==> config.mk <==
export PLATFORM = sky130hd
export DESIGN_NAME = uart_byte_tx
export DESIGN_NICKNAME = d
export VERILOG_FILES = /design/src/rtl/uart_pkg.sv /design/src/rtl/uart_byte_tx.sv
export SDC_FILE = /design/constraint.sdc
export NUM_CORES = 1
export LEC_CHECK = 0
export ABC_AREA = 1
export BUFFER_PORTS_ARGS = -buffer_cell sky130_fd_sc_hd__clkbuf_2
export CAP_MARGIN = 20
export CORE_ASPECT_RATIO = 1.25
export CORE_MARGIN = 4
export CORE_UTILIZATION = 46
export DETAILED_ROUTE_END_ITERATION = 8
export HOLD_SLACK_MARGIN = 0.1
export PLACE_DENSITY = 0.72
export SYNTH_ARGS = -nofsm -noshare
export SYNTH_HDL_FRONTEND = slang
export SYNTH_SLANG_ARGS = --single-unit
==> constraint.sdc <==
create_clock -name Clk -period 3.1 [get_ports Clk]
set_input_delay 0 -clock Clk [delete_from_list [all_inputs] [get_ports Clk]]
set_output_delay 0 -clock Clk [all_outputs]
set_load 0.01 [all_outputs]
==> src/rtl/uart_pkg.sv <==
// uart_pkg: constants and helpers shared by the UART transmitter and receiver.
//
// Contents:
//   BAUD_*        - supported line rates in bits per second
//   BPS_DR_W      - width of the per-bit divisor counter
//   uart_state_e  - frame state encoding (idle, start bit, data bits, stop bit)
//   bps_dr_calc() - divisor terminal count for one baud rate at a given clock period
//   bps_dr()      - rate-select code to divisor terminal count lookup
package uart_pkg;

    localparam int unsigned BAUD_9600   = 9600;
    localparam int unsigned BAUD_19200  = 19200;
    localparam int unsigned BAUD_38400  = 38400;
    localparam int unsigned BAUD_57600  = 57600;
    localparam int unsigned BAUD_115200 = 115200;

    localparam int unsigned NS_PER_S = 1000000000;

    // Wide enough for the slowest rate (9600) at a 20 ns clock: 5207.
    localparam int unsigned BPS_DR_W = 13;

    typedef enum logic [1:0] {
        StIdle  = 2'd0,
        StStart = 2'd1,
        StData  = 2'd2,
        StStop  = 2'd3
    } uart_state_e;

    // Terminal count of the divisor: one bit lasts (result + 1) clock cycles.
    // Integer division truncates at each step, matching the established rate table.
    function automatic logic [BPS_DR_W-1:0] bps_dr_calc(input int unsigned baud,
                                                        input int unsigned clk_period_ns);
        int unsigned cycles;
        cycles = NS_PER_S / baud / clk_period_ns;
        return BPS_DR_W'(cycles - 1);
    endfunction

    // Rate select: 0=9600, 1=19200, 2=38400, 3=57600, 4=115200, anything else 9600.
    // Every arm depends only on constants, so this reduces to a mux of constants.
    function automatic logic [BPS_DR_W-1:0] bps_dr(input logic [2:0]  baud_set,
                                                   input int unsigned clk_period_ns);
        logic [BPS_DR_W-1:0] dr;
        case (baud_set)
            3'd1:    dr = bps_dr_calc(BAUD_19200, clk_period_ns);
            3'd2:    dr = bps_dr_calc(BAUD_38400, clk_period_ns);
            3'd3:    dr = bps_dr_calc(BAUD_57600, clk_period_ns);
            3'd4:    dr = bps_dr_calc(BAUD_115200, clk_period_ns);
            default: dr = bps_dr_calc(BAUD_9600, clk_period_ns);
        endcase
        return dr;
    endfunction

endpackage

==> src/rtl/uart_byte_tx.sv <==
// uart_byte_tx: 8N1 UART byte transmitter.
//
// A request (Send_en high while idle) latches Data and Baud_set; the frame
// (start bit, Data[0..7] LSB first, stop bit) is then shifted out with each bit
// lasting bps_dr(Baud_set)+1 clock cycles. All outputs are registered.
//
// Ports:
//   Clk       in   system clock, rising edge
//   Reset     in   synchronous active-high reset; aborts any frame in flight
//   Baud_set  in   [2:0] rate select, sampled on acceptance
//   Data      in   [7:0] byte to send, sampled on acceptance
//   Send_en   in   transmit request, level sensitive, ignored while busy
//   uart_tx   out  serial line, idle high
//   Tx_Busy   out  high for every cycle of the frame (start through stop)
//   Tx_Done   out  one-cycle pulse on the first idle cycle after the stop bit
module uart_byte_tx
    import uart_pkg::*;
#(
    parameter int unsigned CLK_PERIOD_NS = 20
) (
    input  logic       Clk,
    input  logic       Reset,
    input  logic [2:0] Baud_set,
    input  logic [7:0] Data,
    input  logic       Send_en,
    output logic       uart_tx,
    output logic       Tx_Busy,
    output logic       Tx_Done
);

    uart_state_e         state_q;
    logic [BPS_DR_W-1:0] div_cnt_q;
    logic [2:0]          bit_idx_q;
    logic [7:0]          data_q;
    logic [2:0]          baud_q;
    logic                tx_q;
    logic                busy_q;
    logic                done_q;

    logic [BPS_DR_W-1:0] bps_dr_sel;
    logic                bit_end;
    logic [2:0]          bit_idx_nxt;

    // Divisor is taken from the latched rate so mid-frame Baud_set changes are inert.
    always_comb begin
        bps_dr_sel  = bps_dr(baud_q, CLK_PERIOD_NS);
        bit_end     = (div_cnt_q == bps_dr_sel);
        bit_idx_nxt = bit_idx_q + 3'd1;
    end

    always_ff @(posedge Clk) begin
        if (Reset) begin
            state_q   <= StIdle;
            div_cnt_q <= '0;
            bit_idx_q <= '0;
            data_q    <= '0;
            baud_q    <= '0;
            tx_q      <= 1'b1;
            busy_q    <= 1'b0;
            done_q    <= 1'b0;
        end else begin
            done_q <= 1'b0;

            // Divisor runs only inside a frame and restarts on every bit boundary.
            if (state_q == StIdle || bit_end) begin
                div_cnt_q <= '0;
            end else begin
                div_cnt_q <= div_cnt_q + 1'b1;
            end

            unique case (state_q)
                StIdle: begin
                    bit_idx_q <= '0;
                    tx_q      <= 1'b1;
                    busy_q    <= 1'b0;
                    // Also taken on the Tx_Done cycle, giving back-to-back frames.
                    if (Send_en) begin
                        state_q <= StStart;
                        data_q  <= Data;
                        baud_q  <= Baud_set;
                        tx_q    <= 1'b0;
                        busy_q  <= 1'b1;
                    end
                end

                StStart: begin
                    if (bit_end) begin
                        state_q   <= StData;
                        bit_idx_q <= '0;
                        tx_q      <= data_q[0];
                    end
                end

                StData: begin
                    if (bit_end) begin
                        if (bit_idx_q == 3'd7) begin
                            state_q <= StStop;
                            tx_q    <= 1'b1;
                        end else begin
                            bit_idx_q <= bit_idx_nxt;
                            tx_q      <= data_q[bit_idx_nxt];
                        end
                    end
                end

                StStop: begin
                    if (bit_end) begin
                        state_q <= StIdle;
                        busy_q  <= 1'b0;
                        done_q  <= 1'b1;
                    end
                end
            endcase
        end
    end

    assign uart_tx = tx_q;
    assign Tx_Busy = busy_q;
    assign Tx_Done = done_q;

endmodule
# Word level (Yosys, flattened, before mapping)
# Index checks and enable logic that the tools add are counted.
# word_totals
regBits,32
out_inout_bits,3
wordCells,60
in_bits,14
romBits,0
ram_bits,0
latch_bits,0
n_memories,0
# classes
mul,0
n_reduce_logical,11
n_bitwise,1
add_sub_neg,2
div_mod_pow,0
n_eq_ne,15
n_mux,22
n_shift,0
magnitude_cmp,1
# ops
operator,n
13-bit one-hot mux with 4 select lines,1
13-bit by 1-bit adder with 13-bit output (second input constant),1
13-bit equality test,1
2-bit != test (second input constant),6
2-bit two-way mux,5
3-bit two-way mux,3
3-bit one-hot mux with 3 select lines,1
1-bit two-way mux,8
2-bit one-hot mux with 4 select lines,1
3-bit by 2-bit equality test with 1-bit output (second input constant),2
3-bit equality test (second input constant),2
5-bit AND reduction,1
2-bit equality test (second input constant),2
3-bit by 4-bit less-than comparator with 1-bit output (second input constant),1
2-bit AND reduction,2
4-bit AND reduction,1
2-bit OR reduction,2
3-bit by 1-bit adder with 3-bit output (second input constant),1
1-bit binary-select mux with 3-bit select,1
3-bit by 1-bit equality test with 1-bit output (second input constant),1
1-bit one-hot mux with 3 select lines,1
3-bit AND reduction,1
3-bit nonzero test,1
2-bit by 1-bit equality test with 1-bit output (second input constant),1
5 further kinds,5

# Depth between registers and ports, before layout
# Gate-level depths: netlist of run 1.
# logic_depth
depth_word,6
ltp_mapped,15
depth_no_buf,15

# Least setup slack after synthesis of run 1
# No wires, ideal clock.
# synth_timing
path_kind,reg2reg
from,reg div_cnt_q[0]
to,reg div_cnt_q[12]
setup_ns,0.080
arrival_time_ns,1.431
stages_incl_launch_ff,11
path_slack_ns,1.590
period_less_slack_ns,1.510
path_buffers,0
required_ns,3.020
cell_sequence,dfxtp_1 > ha_1 > inv_1 > nor3_2 > inv_2 > nor3_2 > nand3_2 > nor2_2 > nand3_1 > nand2_1 > nor3b_1
# synth_via
elab_chain_cells,3
word_cells_on_any_way,4
classes_between,add/sub (1); eq/ne (1); reduce/logical (2)
# synth_rtl
item,line,rtl
"start, declared",uart_byte_tx.sv:32,logic [BPS_DR_W-1:0] div_cnt_q;
"start signal, assigned",uart_byte_tx.sv:68,div_cnt_q <= div_cnt_q + 1'b1;
branches (longest 3 deep; another with 13-bit by 1-bit adder with 13-bit output),-,
# Parallel ways; which one is timed is not known.
# A chain may end at the register's enable or synchronous reset.

# Worst setup path in the final report of run 1
# layout_timing
from,reg baud_q[0]
to,reg div_cnt_q[12]
# layout_via
elab_chain_cells,5
word_cells_on_any_way,8
classes_between,eq/ne (5); mux (1); reduce/logical (2)
# layout_rtl
item,line,rtl
"start, declared",uart_byte_tx.sv:35,logic [2:0] baud_q;
"start signal, assigned",uart_byte_tx.sv:80,baud_q <= Baud_set;
3-bit equality test (tied with other cells),uart_pkg.sv:43,case (baud_set)
13-bit one-hot mux with 4 select lines (*),uart_pkg.sv:43,
13-bit equality test (*),uart_byte_tx.sv:47,bit_end = (div_cnt_q == bps_dr_sel);
1-bit logical OR (*),uart_byte_tx.sv:65,if (state_q == StIdle || bit_end) begin
2-bit OR reduction (no source line) (*),-,
# Every way passes the cells marked *; elsewhere a longest branch is shown, timed or not.

==> results.cfg, run 1 <==
[detailed_routing]
vias = 1733
drcViolationCount = 0
dr.pass1.iters = 4
wirelength_mm = 3.922
vias_per_cell = 4.895
drtAntennaViolNets = 0
wl_per_cell_um = 11.08
drt_iter0_drc = 70

[critical_path]
critPathLaunchType = register
cp_slowest_cell = dfxtp_1
crit_cells = 10
slowest_delay_ns = 0.54
rr_worst_depth = 10
end_kind = register
cp_max_fo = 13
path_cells = inv_1, nand3_2, nand3_1, nand2_1, nand2_1, nand3_2, inv_1, nand2_4, nand3_2, nor3b_1
crit_arrival_ns = 2.08
worst_path_most_repeated_cell = nand3_2
worst-path-buf-inv = 2
crit_type = reg -> reg
worstPathRequired_ns = 3.30
crit_family = simple AND/OR/NAND/NOR gates

[logic_synthesis]
synthesis.area_um2 = 1877
yosysWarnings = 0
synth_async_sr_flop_share_pct = 0
ys.flop_type = dfxtp_1
synth_cells = 269
synth.distinct_cells = 30
synth-seq-cells = 32
synth_area_per_cell_um2 = 6.977
synth_nets = 290
synth_edf_count = 0
ys_seq_area_share_pct = 34.13

[power]
p_sw_uw = 598.3
pwr-share-clk_pct = 25.7
seqPwrFrac_pct = 36.3
combPwrFrac_pct = 38.0
p_leak_uw = 0.0009511
ir_drop_mv = 0.4313
intPower_uw = 936.7
switching_share_pct = 38.98
powerDensity_nw_per_um2 = 690.8

[floorplan]
core_um2 = 3847
fp.dieW_um = 65.13
start_util_pct = 48.78
rows = 25
die_y_um = 79.42
io_pins = 17
design.die.area_um2 = 5172

[place]
gp_congestion = 0.8686
post-dp-hpwl_mm = 2.959
portBuffers = 16

[timing]
fin_crit_ns = 1.879
tns_ns = 0
finalMaxSlewViolations = 0
finalSetupViolCount = 0
skew_ns = 0.007897
worst_pin_slew_ns = 0.4632
min_period_over_period_pct = 60.62
maxSlewHeadroom_pct = 69.05
clock.fmax_ghz = 0.5321
hold_violations = 0
rsz0062_at_grt = false

[finish]
drive_gt1_share_pct = 17.00
fill_cells = 368
multi_input_area_um2 = 1061
nNetsFinal = 320
n_antenna_cell = 0
final_common_cell = nand2_1
final_cell_mix = 54 x nand2_1, 41 x nor2_1, 34 x inv_1
seq_area_um2 = 640.6
area_growth_pct = 18.40
final_util_pct = 57.76

[clock_tree]
cts_hold_buf = 12
clk_latency_ns = 0.28
htreeDepth = 2
path_clk_slew_ns = 0.07
clk_path_buf_depth = 2
clockRootBuffer = clkbuf_8
cts_buffers = 5
cts.sinks = 32
cts.repair.resized = 0
postCtsSetupBuffers = 0
cts_tree = built

[min_path]
holdCritPathClass = in -> reg
hold_path_depth = 6

[global_routing]
track_usage_pct = 16.59
grt_pass1_wl_mm = 6.817
grt_pass1_vias = 1637
grt_max_degree = 18
grt_overflow_total = 0
antenna_found_initial = 0

[outcome]
status = finished clean

[job]
drv_cap = 0
-- cells in the mapped netlist, types with 4 or more instances --
library cell  count  area (um2)
inv_1            34       127.6
nand2_4           4       45.04
o21ai_0          17       85.08
nand3_2           5       50.05
nand3_1          16       80.08
dfxtp_1          32       640.6
nand2_1          54       202.7
nor2_1           41       153.9
nand4_1           5       31.28
a21oi_1          18       90.09
nor3_2            4       40.04
ha_1              7       87.58
-- routing by layer --
| metal | global-route usage (%) | part of all wire (%) | routed length [um] | up-vias |
|---|---|---|---|---|
| li1 | - | - | - | 923 |
| met1 | 17.94 | 43 | 1678 | 784 |
| met2 | 32.14 | 53 | 2075 | 21 |
| met3 | 3.380 | 3.1 | 120 | 5 |
| met4 | 4.357 | 1.2 | 46 | 0 |
| met5 | 0 | 0 | 0 | - |
-- cell type report --
class                      instances  area share [%]
inverter                          37           6.363
multi-input combinational        195           47.75
sequential                        32           28.83
clock inverter                     3           1.914
tap                               54           3.041
clock buffer                       5           3.097
timing repair buffer              28           9.009
-- state kept, by name (all words and copies together) (netlist names) --
register and flops:
state_q 2, data_q 8, bit_idx_q 3, uart_tx 1
baud_q 3, div_cnt_q 13, Tx_Done 1, Tx_Busy 1
-- per-stage QoR --
stage	power, uW	hold slack [ns]	instances	worst slack (ns)	area [um2]
final	1535	0.1878	354	1.221	2222
after detailed placement	1136	0.2560	334	1.226	1991
after CTS	1543	0.1844	354	1.219	2222
after global placement	1123	0.2492	334	1.291	1991
after global routing	1658	0.2306	354	1.003	2222
after floorplan	1033	0.06907	269	1.590	1877
-- path summary, 6_finish.rpt --
path | start | slack [ns] | to
setup / recovery | baud_q[0] | 1.22 | div_cnt_q[12]
hold / removal | Send_en | 0.19 | uart_tx
setup reg to reg | baud_q[0] | 1.22 | div_cnt_q[12]
hold reg to reg | data_q[4] | 0.47 | data_q[4]
-- worst reg2reg max path: stages, from the launching register on --
cell,delay [ns]
dfxtp_1,0.54
inv_1,0.14
nand3_2,0.13
nand3_1,0.09
nand2_1,0.07
nand2_1,0.05
nand3_2,0.07
inv_1,0.06
nand2_4,0.10
nand3_2,0.27
nor3b_1,0.27
-- kinds of logic after synthesis --
logic type,count (synthesis),synth area share (%)
DFF,32,34.13
adders and majority gates,7,4.666
and+or+nand+nor,143,38.20
AOI/OAI and AO/OA,41,11.80
buffers and inverters,42,9.333
xor gates and xnor gates,4,1.867
-- power by group through the flow --
| stage | Sequential, uW | Clock [uW] | Combinational, uW |
|---|---|---|---|
| after floorplan | 540 | 0 | 493 |
| after global placement | 564 | 0 | 559 |
| after detailed placement | 565 | 0 | 571 |
| after CTS | 555 | 404 | 584 |
| after global routing | 568 | 420 | 670 |
| final | 557 | 395 | 583 |
Power figures use the tool's default switching activity.
==> run 2, diff against run 1 <==
--- a/config.mk
+++ b/config.mk
@@ -13,7 +13,7 @@
 export CORE_UTILIZATION = 46
 export DETAILED_ROUTE_END_ITERATION = 8
 export HOLD_SLACK_MARGIN = 0.1
-export PLACE_DENSITY = 0.72
+export PLACE_DENSITY = 0.75
 export SYNTH_ARGS = -nofsm -noshare
 export SYNTH_HDL_FRONTEND = slang
 export SYNTH_SLANG_ARGS = --single-unit
==> constraint.sdc (replaced) <==
create_clock -name Clk -period 1.7 [get_ports Clk]
set_input_delay 0 -clock Clk [delete_from_list [all_inputs] [get_ports Clk]]
set_output_delay 0 -clock Clk [all_outputs]
set_load 0.01 [all_outputs]
==> run 2 against run 1 <==
Effect of this change: clock skew shrank 0.0012 ns; design area grew 16%; total power increased by 95%; maximum frequency up 11%; routed wire length is 21% higher; critical path type unchanged; largest cell class unchanged; highest routed layer unchanged.
==> results.cfg, run 2 (synthesis gave the netlist of run 1 again) <==
[clock_tree]
htreeDepth = 2
clk_path_buf_depth = 2
clk_latency_ns = 0.29
path_clk_slew_ns = 0.07
cts_buffers = 5
cts_tree = built
cts.sinks = 32
clockRootBuffer = clkbuf_8

[job]
drv_cap = 0

[detailed_routing]
drtAntennaViolNets = 0
wirelength_mm = 4.742
vias_per_cell = 5.008
dr.pass1.iters = 4
drcViolationCount = 0
wl_per_cell_um = 12.54
drt_iter0_drc = 91
vias = 1893

[finish]
final_common_cell = nand2_1
final_util_pct = 66.89
largest_register_ffs = 13
drive_gt1_share_pct = 32.72
final_cell_mix = 49 x nand2_1, 38 x nor2_1, 31 x inv_1
area_growth_pct = 37.13
regMostFlops = div_cnt_q
fill_cells = 306
top_regs = div_cnt_q x13, data_q x8
n_antenna_cell = 0
nNetsFinal = 344

[floorplan]
io_pins = 17
core_um2 = 3847
rows = 25
fp.dieW_um = 65.13
start_util_pct = 48.78
design.die.area_um2 = 5172
die_y_um = 79.42

[critical_path]
slowest_delay_ns = 0.33
crit_type = reg -> reg
worstPathRequired_ns = 1.89
crit_arrival_ns = 1.88
worst_path_most_repeated_cell = buf_4
end_kind = register
cp_max_fo = 2
crit_family = buffers and inverters
cp_slowest_cell = dfxtp_2
r2r-start = div_cnt_q[0]
critPathLaunchType = register
path_cells = ha_4, inv_2, nor3_4, buf_4, buf_4, buf_4, buf_4, buf_4, buf_4, buf_4, nand2_1, a21oi_2
worst-path-buf-inv = 8
crit_start = div_cnt_q[0]

[place]
dp_slack_ns = -0.02649
post-dp-hpwl_mm = 3.107
gp_congestion = 0.8818
portBuffers = 16

[power]
p_leak_uw = 0.001129
ir_drop_mv = 0.8049
powerDensity_nw_per_um2 = 1163

[timing]
finalMaxSlewViolations = 0
min_period_over_period_pct = 99.54
maxSlewHeadroom_pct = 77.56
finalSetupViolCount = 0
worst_pin_slew_ns = 0.3366
layout_setup_ws_ns = 0.007807
clock.fmax_ghz = 0.5909
hold_ws_ns = 0.1301
skew_ns = 0.006711
hold_violations = 0
rsz0062_at_grt = true
fin_crit_ns = 1.692

[global_routing]
grt_pass1_vias = 1825
grt_pass1_wl_mm = 7.541
grt_max_degree = 16
antenna_found_initial = 0
track_usage_pct = 19.04
grt_overflow_total = 0

[min_path]
min_from = Send_en
holdCritPathClass = in -> reg

[outcome]
status = finished clean
run 2: routing by layer:
layer / global-route usage [%] / wire, um
met3: 3.803 / 177
met5: 0 / 0
met1: 19.54 / 1855
met2: 35.21 / 2542
met4: 11.00 / 166
run 2: metrics by stage:
step	std cells	setup TNS [ns]	total power [uW]	area (um2)
after floorplan	269	0	1884	1877
after global placement	349	0	2149	2116
after detailed placement	349	-0.03742	2166	2116
after CTS	376	0	2814	2402
after global routing	378	-0.3956	3226	2574
final	378	0	2993	2574
run 2: timing repair:
item | 4_1_cts | 5_1_grt
hold buffers | 12 | 0
gates resized for setup | 7 | 44
pin swaps | 1 | 14
setup endpoints to repair | 3 | 20
hold endpoints to repair | 16 | 0
gates cloned | 0 | 0
buffers inserted | 7 | 2
run 2: worst min-delay path: stages:
cell and delay (ns):
clkbuf_2 0.11, nand2_1 0.10, o21ai_0 0.09, nor2_1 0.08
run 2: area by class of cell:
type | count | area (um2) | area share (%)
multi-input cells | 195 | 1209 | 46.96
flip-flops and latches | 32 | 658.1 | 25.57
repair buffers | 52 | 400.4 | 15.56
inverters | 37 | 146.4 | 5.688
clock buffers | 6 | 82.58 | 3.209
well taps | 54 | 67.56 | 2.625
clock inverters | 2 | 10.01 | 0.3889
run 2: where the power goes:
part / switching [uW] / leakage (uW) / internal, uW
registers: 126 / 0.000266 / 899
clock network: 288 / 0.0000510 / 323
logic: 811 / 0.000812 / 546
run 2: final timing paths:
| check | cells after the start | slack, ns | endpoint |
|---|---|---|---|
| max | 12 | 0.008 | div_cnt_q[4] |
| min | 4 | 0.13 | data_q[5] |
| max reg2reg | 12 | 0.008 | div_cnt_q[4] |
| min reg2reg | 2 | 0.47 | data_q[0] |
